--- src/rtl/vedic_sum_accumulator.sv ---
`default_nettype none
// ============================================================================
// Module      : vedic_sum_accumulator
// Description : Accumulates BLOCK_LEN {cout, sum} results from the 32-bit
//               vedic adder into an ACC_W-bit total. The total is offered on
//               a valid/ready output handshake.
//               Optional macro SATURATE_EN: when it is defined, an overflow
//               clamps the total to all-ones. When it is undefined, the total
//               wraps modulo 2^ACC_W.
// Ports       : clk       - rising-edge clock
//               rst_n     - synchronous active-low reset
//               sum_in    - 32-bit adder sum
//               cout_in   - adder carry-out
//               in_valid  - sample present
//               in_ready  - block accepts a sample this cycle
//               flush     - synchronous abort of the current block
//               acc_out   - block total
//               out_valid - acc_out holds a completed block
//               out_ready - consumer takes acc_out
//               ovf       - sticky overflow for current/last block
//               count_out - samples accepted in the current block
// Revision    : 1.0 - initial release
// ============================================================================
module vedic_sum_accumulator #(
  parameter int ACC_W     = 40,
  parameter int BLOCK_LEN = 16,
  parameter int CNT_W     = 8
) (
  input  logic             clk,
  input  logic             rst_n,
  input  logic [31:0]      sum_in,
  input  logic             cout_in,
  input  logic             in_valid,
  output logic             in_ready,
  input  logic             flush,
  output logic [ACC_W-1:0] acc_out,
  output logic             out_valid,
  input  logic             out_ready,
  output logic             ovf,
  output logic [CNT_W-1:0] count_out
);

  localparam logic [1:0] ST_IDLE  = 2'd0;
  localparam logic [1:0] ST_ACCUM = 2'd1;
  localparam logic [1:0] ST_DONE  = 2'd2;

  localparam logic [CNT_W-1:0] LAST_CNT = CNT_W'(BLOCK_LEN - 1);

  logic [1:0]       state;
  logic [1:0]       state_nxt;
  logic [ACC_W-1:0] acc;
  logic [CNT_W-1:0] count;
  logic             ovf_r;

  logic             accept;
  logic [ACC_W-1:0] sample;
  logic [ACC_W:0]   add_full;
  logic             carry;

  // The sample is unsigned and 33 bits wide. The cast zero-extends it to ACC_W bits.
  assign sample   = ACC_W'({cout_in, sum_in});
  assign add_full = {1'b0, acc} + {1'b0, sample};
  assign carry    = add_full[ACC_W];
  assign accept   = in_valid & in_ready;

  // State register
  always_ff @(posedge clk) begin
    if (!rst_n) state <= ST_IDLE;
    else        state <= state_nxt;
  end

  // Next-state logic. Flush takes priority over any handshake.
  always_comb begin
    state_nxt = state;
    if (flush) begin
      state_nxt = ST_IDLE;
    end else begin
      case (state)
        ST_IDLE:  if (accept) state_nxt = (BLOCK_LEN == 1) ? ST_DONE : ST_ACCUM;
        ST_ACCUM: if (accept && count == LAST_CNT) state_nxt = ST_DONE;
        ST_DONE:  if (out_ready) state_nxt = ST_IDLE;
        default:  state_nxt = ST_IDLE;
      endcase
    end
  end

  // Output decode. in_ready depends only on the state register and on the
  // reset level. It has no path from out_ready.
  always_comb begin
    in_ready  = rst_n && (state == ST_IDLE || state == ST_ACCUM);
    out_valid = (state == ST_DONE);
  end

  // Datapath: accumulator, sample counter and sticky overflow
  always_ff @(posedge clk) begin
    if (!rst_n || flush) begin
      acc   <= '0;
      count <= '0;
      ovf_r <= 1'b0;
    end else begin
      case (state)
        ST_IDLE: begin
          if (accept) begin
            // A single sample cannot overflow because ACC_W >= 33.
            acc   <= sample;
            count <= CNT_W'(1);
            ovf_r <= 1'b0;
          end
        end
        ST_ACCUM: begin
          if (accept) begin
            count <= count + CNT_W'(1);
`ifdef SATURATE_EN
            // After a clamp, later samples are counted but not added.
            if (!ovf_r) begin
              if (carry) begin
                acc   <= '1;
                ovf_r <= 1'b1;
              end else begin
                acc <= add_full[ACC_W-1:0];
              end
            end
`else
            acc <= add_full[ACC_W-1:0];
            if (carry) ovf_r <= 1'b1;
`endif
          end
        end
        ST_DONE: begin
          // acc is kept so that acc_out still shows the last total after handoff.
          if (out_ready) count <= '0;
        end
        default: ;
      endcase
    end
  end

  assign acc_out   = acc;
  assign count_out = count;
  assign ovf       = ovf_r;

endmodule
`default_nettype wire

--- config.mk ---
export PLATFORM = sky130hd
export DESIGN_NAME = vedic_sum_accumulator
export DESIGN_NICKNAME = d
export VERILOG_FILES = /design/src/rtl/vedic_sum_accumulator.sv
export SDC_FILE = /design/constraint.sdc
export NUM_CORES = 1
export LEC_CHECK = 0
export ABC_AREA = 1
export BUFFER_PORTS_ARGS = -buffer_cell sky130_fd_sc_hd__buf_2
export CORE_ASPECT_RATIO = 1.25
export CORE_MARGIN = 10
export CORE_UTILIZATION = 25
export DETAILED_ROUTE_END_ITERATION = 8
export HOLD_SLACK_MARGIN = 0.12
export PLACE_DENSITY = 0.54
export SYNTH_ARGS = -nofsm -noshare
export SYNTH_HDL_FRONTEND = slang
export SYNTH_SLANG_ARGS = --single-unit
--- constraint.sdc ---
create_clock -name clk -period 2.06 [get_ports clk]
set_clock_uncertainty 0.15 [all_clocks]
set_input_delay 0 -clock clk [delete_from_list [all_inputs] [get_ports clk]]
set_output_delay 0 -clock clk [all_outputs]
set_load 0.05 [all_outputs]
* After elaboration in Yosys (flattened, before gate mapping) *
Index checks and enable logic that the tools add are counted.

cells by class
  $add $sub $neg = 2
  equality and inequality tests = 8
  multiplexer cells = 15
  bitwise logic cells = 2
  reductions and logical operators = 13

operators with widths
  cell                                                   count
  two-way mux 40 bit                                     2
  one-hot mux 40 bit (2 select lines)                    1
  adder 40 x 33 -> 41 bit                                1
  two-way mux 8 bit                                      3
  one-hot mux 8 bit (3 select lines)                     1
  adder 8 x 1 -> 8 bit, second input constant            1
  == test 8 x 4 -> 1 bit, second input constant          1
  inequality test 2 bit, second input constant           4
  AND reduction 4 bit                                    2
  two-way mux 2 bit                                      3
  one-hot mux 2 bit (3 select lines)                     1
  AND reduction 3 bit                                    2
  two-way mux 1 bit                                      3
  nonzero test 3 bit                                     1
  == test 2 x 1 -> 1 bit, second input constant          1
  == test 2 bit, second input constant                   1
  logical AND 1 bit                                      2
  logical NOT 2 bit                                      1
  logical OR 1 bit                                       2
  inequality test 2 x 1 -> 1 bit, second input constant  1
  one-hot mux 1 bit (2 select lines)                     1
  nonzero test 2 bit                                     1
  OR reduction 2 bit                                     1
  bitwise AND 1 bit                                      1
  other kinds (2)                                        2

storage, ports and cells
  register bits = 51
  output and inout bits = 51

* Longest topological paths before layout *
  depth in word-level cells = 7
  depth in mapped cells = 16

* Least setup slack after synthesis *
No wires, ideal clock.

  path kind = reg-to-reg
  start point = reg acc[0] (netlist: acc_out[0])
  end point = reg acc[36] (netlist: acc_out[36])
  arrival time = 2.230 ns
  setup slack = -0.449 ns
  stages on the path, launching flop included = 16
  buffers on the path = 0
  clock period less this slack = 2.509 ns
  cell sequence = dfxtp_1 > ha_1 > inv_1 > fa_1 > inv_1 > nand2_1 > a21oi_1 > nand2_1 > nand3_1 > nand2_1 > nand2_1 > nand2_1 > nand2_1 > nand2_1 > nand2_1 > a21oi_1

on the way
  word-level cells in the longest chain between the ends = 3

ends and longest elaborated chain
  element                              line  RTL
  from (decl)                          51    logic [ACC_W-1:0] acc;
  from (signal assigned)               105   acc <= sample;
  from (signal assigned)               124   acc <= add_full[ACC_W-1:0];
  adder 40 x 33 -> 41 bit              62    assign add_full = {1'b0, acc} + {1'b0, sample};
  two-way mux 40 bit                   111   if (accept) begin
  one-hot mux 40 bit (2 select lines)  101   case (state)

No other way between the ends. The select of a mux whose other input is x is not followed.
A chain may end at the register's enable or synchronous reset.

* Worst setup path after layout *
Ends and elaborated chain as after synthesis.

==> results.md <==
* Largest family of logic cells by synthesized area: simple AND/OR/NAND/NOR gates
* Worst path cell trace: ha_4 > inv_2 > fa_2 > inv_4 > nand2_4 > a21oi_4 > nand2_2 > nand3_4 > nand2_4 > nand2_4 > nand2_2 > nand2_2 > nand2_1 > nand2_1 > a21oi_2
* Overall routed net length at 20,100 um
* Port bufs at 88
* Syn Area/Cell at 5.41 um2
* Post-synthesis register bit count at 51
* Final setup fails at 4
* Final net count at 1,234
* CTS max path bufs at 2
* Setup repair after global routing missed its margin: true
* Max incr delay on CP at 0.36 ns
* DR WL/cell at 14.1 um
* Netlist Area Pre-Place at 5190 um2
* Final hold vios at 1
* Slew @ Worst Pin at 0.456 ns
* Post-synth EDFFs at 0
* Core Area at 20,300 um2
* Yosys warns at 0
* Synth area leaders: nand2_1 25%, dfxtp_1 20%, inv_1 12%, ha_1 8.9%, nor2_1 7.9%
* Comb pwr share at 36.2%
* Post-synthesis mux area share at 0%
* DRC violation count after routing at 0
* Initial core utilization at 25.6%
* Part of the power in the clock network at 32.6%
* Final antenna-violating net count at 0
* Final cycle utilization of the critical path at 102%
* Fmax at 0.478 GHz
* Slowest-stage cell, CP: dfxtp_4
* Clk root buf: clkbuf_16
* Max_slew headroom at 69.6%
* Sw Share at 35.8%
* CP Max Fanout at 4
* Switching pwr at 1200 uW
* Worst-path clk slew at 0.08 ns
* RePlAce Congestion at 0.961
* Die area at 27,000 um2
* Post-route setup slack at -0.0327 ns
* Initial antenna violation count at 0
* CP Capture Type: register
* Run status: complete, but fails checks
* Initial drt markers at 332
* Max Cap Violations at 0
* Total global-route track usage at 14.2%
* Dpl cells at 1,380
* Synth Area in Simple Gates at 41.1%
* FP Rows at 58
* CP arrival at 2.13 ns
* Yosys top cell by area: nand2_1
* CTS tree: built
* Final HPWL DP at 15,800 um
* Min Hold Slack at -0.163 ns
* First-pass GRT wire length at 31,200 um
* Xor and xnor area share after synthesis at 2.36%
* Sequential element share of the synthesized area at 19.7%
* # IOs at 89
* WS Path Type: register to register
* Total clock sinks at 51
* Synth Area in Adders at 9.30%
* Slew Limit Fails at 0
* Yosys cell types at 34
* Area share of the largest cell type after synthesis at 25.4%
* Largest net degree at the start of global routing at 38
* Max VDD drop at 0.000326 V
* Via count at 6,363
* Worst hold path class: input port to register
* DRT Pass-1 Iters at 5
* Grt ovf at 0
* Die width at 149 um
* Power Density at 417 nW/um2
* Worst path required time at 2.10 ns
* H-tree depth at 2
* Sequential Power Share at 31.1%
* Layout area overhead at 54.7%
* Clock Latency Late Sink at 0.30 ns
* LEAKAGE at 0.00403 uW
* Most used DFF post-synth: dfxtp_1
* Synthesized Nets at 1,037
* Die Y at 181 um
* Post-synth ARST share at 0%
* Startpoint class of the critical path: register
* Antenna cells at 0
* Setup TNS at -0.0653 ns
* Via density at 4.45
* Compound-Gate Fraction of Synth Area at 13.3%
* Layout cell share with drive strength beyond 1 at 32.2%
* Mapped Cells at 961
* Failing checks: hold timing, setup timing
* Num CTS Buffers at 5
* Vias in the first global route at 6,072
* Non-Filler Instances at 1,429
* Power Internal at 2150 uW
* Place WS at -0.145 ns
* Minimum clock period at 2.09 ns
-- flip-flops by register name (all words and copies together), names as in the netlist --
register   cells
count_out      8
ovf            1
acc_out       40
state          2
-- area by class of cell --
cell class,instances,area [um2]
clock buffer,6,150
clock inverter,2,37.5
fill,2253,12300
inverter,175,662
multi-input combinational,716,4300
sequential,51,1060
tap,270,338
timing repair buffer,209,1490
-- timing repair --
action	CTS	global route
setup buffers	5	2
endpoints found under the setup margin	22	37
hold buffers	32	4
endpoints found under the hold margin	42	5
pin swaps	4	15
resized for setup	46	133
-- layer usage --
metal,track usage [%],routed length [um],up-vias
li1,-,-,3358
met1,16.5,8560,2864
met2,26.1,10400,118
met3,2.25,783,23
met4,3.26,338,0
met5,0,0,-
-- worst paths after layout --
kind | start | end | slack (ns) | depth (start not counted)
worst max-delay path | acc_out[0] | acc_out[36] | -0.03 | 15
worst min-delay path | sum_in[0] | acc_out[0] | -0.16 | 3
worst max register to register | acc_out[0] | acc_out[36] | -0.03 | 15
worst min register to register | ovf | ovf | 0.32 | 2
-- cell families after synthesis --
kind of cell	Yosys count
fa+ha+maj	38
flops	51
compound gates	127
xor+xnor	14
buf+inv	194
simple gates	537
-- power by group through the flow --
stage	Sequential [uW]	Combinational, uW	Clock (uW)
2_1_floorplan	1140	534	0
3_3_place_gp	1060	985	0
3_5_place_dp	1060	988	0
4_1_cts	1040	1080	1140
5_1_grt	1050	1340	1160
6_report	1040	1210	1090
-- critical path: cells and delay by family (launching register included) --
family	cells	cell delay, ns
adder cells (fa/ha/maj)	2	0.47
AO/OA/AOI/OAI	2	0.23
flip-flops	1	0.36
AND/OR/NAND/NOR	9	0.63
buffers and inverters	2	0.12
-- layout by cell type (no fill, tap or decap), drive strengths merged --
cell type and n:
a211oi 5, a21oi 84, clkbuf 6, buf 174, ha 37, o21bai 2, or2 1, nand4 6
a221oi 1, dfxtp 51, xor2 14, inv 174, and3 1, bufinv 1, fa 1, nor3 10
and2 3, clkinv 1, o21ai 32, nor4 1, nand2 353, o22ai 1, nand3b 2, a31oi 2
dlygate4sd3 35, nor2 110, clkinvlp 1, nand3 50
-- through the flow --
stage | utilization (%) | instance area, um2 | total power (uW)
2_1_floorplan | - | 5290 | 1680
3_3_place_gp | 32.7 | 6640 | 2040
3_5_place_dp | 32.7 | 6640 | 2050
4_1_cts | 36.1 | 7340 | 3250
5_1_grt | 39.5 | 8040 | 3540
6_report | 39.5 | 8040 | 3350
-- synthesized netlist by cell type, types with 3 or more instances --
cell      number
a211oi_1       3
a21oi_1       82
and2_1         3
buf_2          7
clkbuf_1      10
dfxtp_1       51
ha_1          37
inv_1        172
nand2_1      351
nand3_1       50
nand4_1        6
nor2_1       110
nor3_1        10
o21ai_0       28
xor2_1        14
Note: power is estimated with default switching activity, not from simulation.
